## config.mk

```make
export PLATFORM = sky130hd
export DESIGN_NAME = pwm_duty_ramp_flat
export DESIGN_NICKNAME = d
export VERILOG_FILES = /design/src/rtl/pwm_duty_ramp_if.sv /design/src/rtl/pwm_duty_ramp.sv /design/src/flat_wrapper.sv
export SDC_FILE = /design/constraint.sdc
export NUM_CORES = 1
export LEC_CHECK = 0
export CAP_MARGIN = 15
export CORE_MARGIN = 2
export CORE_UTILIZATION = 52
export CTS_CLUSTER_SIZE = 25
export DETAILED_ROUTE_END_ITERATION = 10
export HOLD_SLACK_MARGIN = 0.05
export PLACE_DENSITY = 0.77
export SLEW_MARGIN = 20
export SYNTH_ARGS = -nofsm -noshare
export SYNTH_HDL_FRONTEND = slang
export SYNTH_SLANG_ARGS = --single-unit
```

## constraint.sdc

```tcl
create_clock -name clkin -period 3.9 [get_ports clkin]
set_clock_uncertainty 0.05 [all_clocks]
set_input_delay 0.585 -clock clkin [delete_from_list [all_inputs] [get_ports clkin]]
set_output_delay 0.585 -clock clkin [all_outputs]
set_load 0.02 [all_outputs]
```

## src/rtl/pwm_duty_ramp_if.sv

```systemverilog
// Target handshake between a duty-cycle source and the soft-start ramp.
// The source (master) offers a target duty and step size; the ramp (slave)
// signals when it can take a new target.
`timescale 1ns/1ps
interface pwm_duty_ramp_if #(
  parameter int WIDTH = 8
) ();
  logic             tgt_valid;
  logic             tgt_ready;
  logic [WIDTH-1:0] tgt_duty;
  logic [WIDTH-1:0] step;

  modport master (
    output tgt_valid,
    output tgt_duty,
    output step,
    input  tgt_ready
  );

  modport slave (
    input  tgt_valid,
    input  tgt_duty,
    input  step,
    output tgt_ready
  );
endinterface

```

## src/rtl/pwm_duty_ramp.sv

```systemverilog
// Soft-start duty-cycle sequencer sitting in front of a PWM generator.
// Accepts a target duty, then walks duty_cycle toward it by a fixed step,
// updating only on the PWM period wrap so the PWM never sees a mid-period
// duty change.
`timescale 1ns/1ps
module pwm_duty_ramp #(
  parameter int WIDTH    = 8,
  parameter int PERIOD   = 256,
  parameter int STEP_DIV = 1
) (
  input  logic              clkin,
  input  logic              reset,
  pwm_duty_ramp_if.slave    tgt,
  output logic [WIDTH-1:0]  duty_cycle,
  output logic              period_tick,
  output logic              busy,
  output logic              done
);

  localparam int PCNT_W = (PERIOD > 1) ? $clog2(PERIOD) : 1;
  localparam int DCNT_W = (STEP_DIV > 1) ? $clog2(STEP_DIV) : 1;
  localparam logic [PCNT_W-1:0] PCNT_LAST = PCNT_W'(PERIOD - 1);
  localparam logic [DCNT_W-1:0] DCNT_LAST = DCNT_W'(STEP_DIV - 1);

  typedef enum logic {
    IDLE = 1'b0,
    RAMP = 1'b1
  } state_t;

  state_t            state_reg, state_next;
  logic [PCNT_W-1:0] pcnt_reg, pcnt_next;
  logic              tick_reg, tick_next;
  logic [DCNT_W-1:0] dcnt_reg, dcnt_next;
  logic [WIDTH-1:0]  duty_reg, duty_next;
  logic [WIDTH-1:0]  target_reg, target_next;
  logic [WIDTH-1:0]  stp_reg, stp_next;
  logic              done_reg, done_next;

  logic              accept;
  logic              step_evt;
  logic              dir_up;
  logic [WIDTH:0]    target_ext;
  logic [WIDTH:0]    duty_ext;
  logic [WIDTH:0]    stp_ext;
  logic [WIDTH:0]    diff;
  logic [WIDTH:0]    moved;

  // Free-running period counter; the tick is registered so it is high
  // exactly while pcnt_reg sits on the last cycle of the period.
  always_comb begin
    pcnt_next = (pcnt_reg == PCNT_LAST) ? '0 : pcnt_reg + PCNT_W'(1);
    tick_next = (pcnt_next == PCNT_LAST);
  end

  // Period counter and tick registers.
  always_ff @(posedge clkin or negedge reset) begin
    if (!reset) begin
      pcnt_reg <= '0;
      tick_reg <= 1'b0;
    end else begin
      pcnt_reg <= pcnt_next;
      tick_reg <= tick_next;
    end
  end

  assign accept   = tgt.tgt_valid && (state_reg == IDLE);
  assign step_evt = tick_reg && (dcnt_reg == DCNT_LAST);

  // Distance and candidate next duty, one bit wider than the duty so the
  // comparison against the step can never wrap.
  always_comb begin
    target_ext = {1'b0, target_reg};
    duty_ext   = {1'b0, duty_reg};
    stp_ext    = {1'b0, stp_reg};
    dir_up     = (target_reg >= duty_reg);
    diff       = dir_up ? (target_ext - duty_ext) : (duty_ext - target_ext);
    moved      = dir_up ? (duty_ext + stp_ext) : (duty_ext - stp_ext);
  end

  // Next-state logic: divider bookkeeping, target capture and step landing.
  always_comb begin
    state_next  = state_reg;
    dcnt_next   = dcnt_reg;
    duty_next   = duty_reg;
    target_next = target_reg;
    stp_next    = stp_reg;
    done_next   = 1'b0;

    if (tick_reg) begin
      dcnt_next = (dcnt_reg == DCNT_LAST) ? '0 : dcnt_reg + DCNT_W'(1);
    end

    unique case (state_reg)
      IDLE: begin
        if (accept) begin
          // Restart the divider so the first step is a full STEP_DIV
          // periods away, counted from the next tick.
          dcnt_next = '0;
          if (tgt.tgt_duty != duty_reg) begin
            state_next  = RAMP;
            target_next = tgt.tgt_duty;
            stp_next    = (tgt.step == '0) ? WIDTH'(1) : tgt.step;
          end else begin
            done_next = 1'b1;
          end
        end
      end
      RAMP: begin
        if (step_evt) begin
          if (diff <= stp_ext) begin
            // Final step lands exactly on the target: no overshoot, no wrap.
            duty_next  = target_reg;
            done_next  = 1'b1;
            state_next = IDLE;
          end else begin
            duty_next = WIDTH'(moved);
          end
        end
      end
      default: state_next = IDLE;
    endcase
  end

  // Ramp state registers.
  always_ff @(posedge clkin or negedge reset) begin
    if (!reset) begin
      state_reg  <= IDLE;
      dcnt_reg   <= '0;
      duty_reg   <= '0;
      target_reg <= '0;
      stp_reg    <= '0;
      done_reg   <= 1'b0;
    end else begin
      state_reg  <= state_next;
      dcnt_reg   <= dcnt_next;
      duty_reg   <= duty_next;
      target_reg <= target_next;
      stp_reg    <= stp_next;
      done_reg   <= done_next;
    end
  end

  assign tgt.tgt_ready = (state_reg == IDLE);
  assign busy          = (state_reg == RAMP);
  assign duty_cycle    = duty_reg;
  assign period_tick   = tick_reg;
  assign done          = done_reg;

endmodule

```

## src/flat_wrapper.sv

```systemverilog
// flat-port wrapper written by rule: the top's interface ports become plain ports
module pwm_duty_ramp_flat 
#(
  parameter int WIDTH    = 8,
  parameter int PERIOD   = 256,
  parameter int STEP_DIV = 1
)
  (clkin, reset, duty_cycle, period_tick, busy, done, tgt_tgt_valid, tgt_tgt_duty, tgt_step, tgt_tgt_ready);
  pwm_duty_ramp_if #(.WIDTH(WIDTH)) tgt_i ();
  input  logic clkin;
  input  logic reset;
  output logic [WIDTH-1:0] duty_cycle;
  output logic period_tick;
  output logic busy;
  output logic done;
  input wire logic [$bits(tgt_i.tgt_valid)-1:0] tgt_tgt_valid;
  input wire logic [$bits(tgt_i.tgt_duty)-1:0] tgt_tgt_duty;
  input wire logic [$bits(tgt_i.step)-1:0] tgt_step;
  output wire logic [$bits(tgt_i.tgt_ready)-1:0] tgt_tgt_ready;
  assign tgt_i.tgt_valid = tgt_tgt_valid;
  assign tgt_i.tgt_duty = tgt_tgt_duty;
  assign tgt_i.step = tgt_step;
  assign tgt_tgt_ready = tgt_i.tgt_ready;
  pwm_duty_ramp #(.WIDTH(WIDTH), .PERIOD(PERIOD), .STEP_DIV(STEP_DIV)) u_core (.clkin(clkin), .reset(reset), .tgt(tgt_i), .duty_cycle(duty_cycle), .period_tick(period_tick), .busy(busy), .done(done));
endmodule
```

==> impl_summary.txt <==
----------------------------------------------------
[Place]
  Placed Area ... 3400 µm²
  Worst slack, placed ... -0.113 ns
  Count of port buffers added during placement ... 30
  Gp weighted congestion ... 0.875
  HPWL reported at the end of detailed placement ... 5130 µm

[Floorplan]
  Die Area ... 6230 µm²
  Placement row count ... 27
  Die Ht ... 78.9 µm
  Core Footprint ... 5470 µm²
  I/O Pins ... 31
  Horizontal die dimension ... 78.9 µm
  Effective utilization at floorplan ... 53.3%

[Synthesis]
  Sequential-to-total area share from yosys stat ... 30.9%
  Area fraction of the dominant cell type after synthesis ... 30.9%
  Leading post-synthesis cells by cell area ... sky130_fd_sc_hd__dfrtp_1 (31%), sky130_fd_sc_hd__ha_1 (15%), sky130_fd_sc_hd__mux2_2 (7.7%), sky130_fd_sc_hd__xnor2_1 (4.5%), sky130_fd_sc_hd__xor2_1 (4.2%)
  Post-synth EDFFs ... 0
  Flops & latches, synth ... 36
  Most instantiated library cell after synthesis ... sky130_fd_sc_hd__dfrtp_1
  Dominant register cell in the synthesized netlist ... sky130_fd_sc_hd__dfrtp_1
  Mean post-synth cell area ... 9.60 µm²
  Synth unique cells ... 51
  Post-synth top cells ... sky130_fd_sc_hd__dfrtp_1 (36), sky130_fd_sc_hd__ha_1 (34), sky130_fd_sc_hd__inv_1 (31)
  Count of mapped cells out of synthesis ... 304
  Combined area of all synthesized cells ... 2920 µm²
  Largest area contributor in the synthesized netlist ... sky130_fd_sc_hd__dfrtp_1
  Synthesized net count ... 360
  Proportion of register bits with asynchronous set or reset after synthesis ... 100%
  Total number of yosys warnings ... 0

[Timing]
  Post-route minimum period ... 3.72 ns
  Final Worst Setup Slack ... 0.179 ns
  Worst slew slack as a fraction of its limit ... 45.5%
  Total count of hold-check failures in the final report ... 0
  Slew at the pin closest to its max-slew limit ... 0.817 ns
  Number of setup violations in the final report ... 0
  Part of the cycle the worst path needs ... 95.4%
  Fmax achieved ... 0.269 GHz
  Final Slew Violations ... 0

[Route]
  WL/cell ... 15.7 µm
  Starting DRC count in detailed routing ... 152
  Overall via count from detail_route ... 2377
  Remaining antenna violation count ... 0
  Via density ... 5.58
  Total wire length ... 6700 µm
  Count of unresolved DRC violations after routing ... 0
  First-pass DRT Iterations ... 4

[Worst setup path]
  Worst r2r dst ... u_core.duty_cycle[7]$_DFFE_PN0P_
  Worst EP required ... 4.01 ns
  Launching element of the worst setup path ... u_core.target_reg[5]$_DFFE_PN0P_
  CP arrival ... 3.83 ns
  Slowest cell delay on critical path ... 0.43 ns
  Cell type of the slowest stage on the worst timing path ... sky130_fd_sc_hd__dfrtp_1
  Number of buffer and inverter instances along the worst setup path ... 1
  Critical Path, Cell by Cell ... ha_1, buf_4, and4_4, a211oi_4, nand2_4, mux2_2, a221oi_2, xnor2_1, ha_1, a21oi_1, o21ai_0, a21oi_1, a22o_1, o311ai_4, mux2i_1, o21ai_1
  Launch point of the worst reg-to-reg path ... u_core.target_reg[5]$_DFFE_PN0P_
  R2r worst-path depth ... 16
  CP Capture Type ... register
  Internal reg-to-reg setup slack ... 0.18 ns
  Crit path kind ... register to register
  CP Launch Type ... register
  Family of cells with the greatest summed delay on the critical path ... compound AO/OA/AOI/OAI gates
  Critical Path Fanout Max ... 7

[Final layout]
  Fraction of final layout cells sized beyond drive strength 1 ... 18.6%
  Core occupancy in the finished layout ... 65.3%
  Post-route cell area ... 3570 µm²
  Signed area change from the synthesized netlist to the final layout ... 22.4%
  Number of inserted diodes ... 0
  Post-layout nets ... 410

[CTS]
  TritonCTS clock tree ... built
  H-tree lvl count ... 2
  CTS sink count ... 36
  Later-pin clock latency in the skew report ... 0.29 ns
  Clock buffer count from CTS ... 5
  Clock slew at reported path FFs ... 0.07 ns
  Root Driver ... sky130_fd_sc_hd__clkbuf_8
  Clock tree buffer depth ... 2

[GRT]
  Total global routing overflow ... 0
  Number of global-route vias before repair ... 2341
  Maximum number of pins on one net before global-route repair ... 37
  Overall track demand over capacity in global routing ... 22.6%
  Global-route wire length before repair ... 10900 µm
  Antenna violations before repair ... 0

[Pwr]
  Total power of the final layout ... 0.953 mW
  Max VDD drop ... 0.243 mV
  Power density normalized to cell area ... 267 nW/µm²
  Static power due to leakage ... 1.69 nW

[Worst hold path]
  Hold WC Path Type ... primary input to asynchronous set/reset pin

[Job]
  Number of violations of the max-capacitance limit ... 0

[Outcome]
  Outcome ... finished clean

----------------------------------------------------
==> layer usage <==
layer / routed length [µm] / track usage, %
met1: 3140 / 30.3
met2: 3180 / 37.3
met3: 217 / 3.07
met4: 163 / 8.79
met5: 0 / 0
==> timing repair <==
action / CTS / global route
setup buffers: 0 / 2
gates cloned: 0 / 1
hold buffers: 0 / 0
endpoints found under the setup margin: 10 / 10
pin swaps: 0 / 4
resized for setup: 2 / 12
==> stage by stage <==
step	hold slack [ns]	cells	setup TNS, ns
6_report	0.338	426	0
5_1_grt	0.420	426	-0.0451
4_1_cts	0.365	423	0
3_5_place_dp	0.409	416	-0.697
3_3_place_gp	0.410	416	-0.00821
2_1_floorplan	0.239	304	0
==> worst reg2reg max path, cell delays in order, from the launching register on <==
cell	delay [ns]
sky130_fd_sc_hd__dfrtp_1	0.43
sky130_fd_sc_hd__ha_1	0.31
sky130_fd_sc_hd__buf_4	0.17
sky130_fd_sc_hd__and4_4	0.19
sky130_fd_sc_hd__a211oi_4	0.24
sky130_fd_sc_hd__nand2_4	0.12
sky130_fd_sc_hd__mux2_2	0.29
sky130_fd_sc_hd__a221oi_2	0.23
sky130_fd_sc_hd__xnor2_1	0.15
sky130_fd_sc_hd__ha_1	0.26
sky130_fd_sc_hd__a21oi_1	0.14
sky130_fd_sc_hd__o21ai_0	0.09
sky130_fd_sc_hd__a21oi_1	0.16
sky130_fd_sc_hd__a22o_1	0.27
sky130_fd_sc_hd__o311ai_4	0.21
sky130_fd_sc_hd__mux2i_1	0.20
sky130_fd_sc_hd__o21ai_1	0.08
==> kinds of logic after synthesis <==
family	after synthesis	share of synthesized area, %
buffers and inverters	41	5.91
xor gates and xnor gates	30	9.47
and+or+nand+nor	64	11.5
muxes	30	11.1
AOI/OAI and AO/OA	66	14.4
adders and majority gates	37	16.6
DFF	36	30.9
==> worst max path at each step <==
stage / end / slack, ns / cells after the start
finish: u_core.duty_cycle[7]$_DFFE_PN0P_ / 0.18 / 16
global route: u_core.duty_cycle[5]$_DFFE_PN0P_ / -0.02 / 17
CTS: u_core.duty_cycle[6]$_DFFE_PN0P_ / 0.07 / 16
detailed placement: u_core.busy$_DFF_PN0_ / -0.11 / 16
global placement: u_core.busy$_DFF_PN0_ / -0.008 / 16
floorplan: u_core.duty_cycle[7]$_DFFE_PN0P_ / 0.05 / 18
==> cells in the final DEF, fill, tap and decap left out, types with 4 or more instances in the layout <==
master                            netlist  layout
sky130_fd_sc_hd__o21ai_0               12      10
sky130_fd_sc_hd__mux2_2                20      20
sky130_fd_sc_hd__o21ai_1                8      10
sky130_fd_sc_hd__nand2_1               18      17
sky130_fd_sc_hd__xor2_1                14      14
sky130_fd_sc_hd__xnor2_1               15      15
sky130_fd_sc_hd__dfrtp_1               36      36
sky130_fd_sc_hd__clkbuf_8               0       5
sky130_fd_sc_hd__buf_4                  0      21
sky130_fd_sc_hd__inv_1                 31      30
sky130_fd_sc_hd__a21oi_1               20      19
sky130_fd_sc_hd__mux2i_1               10      10
sky130_fd_sc_hd__nor2_1                10      10
sky130_fd_sc_hd__a21o_1                 7       7
sky130_fd_sc_hd__nand3_1                7       7
sky130_fd_sc_hd__nor2b_1                5       4
sky130_fd_sc_hd__clkdlybuf4s50_1        0      29
sky130_fd_sc_hd__ha_1                  34      31
==> where the power goes <==
group	total [mW]	internal [mW]	switching (mW)	leakage [nW]
Combinational	0.315	0.154	0.161	1.18
Sequential	0.390	0.382	0.00766	0.463
Clock	0.248	0.121	0.126	0.0410
Total	0.953	0.657	0.295	1.69
==> area by class of cell <==
class / count / area, µm²
Sequential cell: 36 / 901
Timing Repair Buffer: 51 / 453
Clock buffer: 6 / 72.6
Multi-Input combinational cell: 228 / 1930
Fill cell: 441 / 1900
Inverter: 32 / 120
Clock inverter: 1 / 5.00
Tap cell: 72 / 90.1
Power figures use the tool's default switching activity.
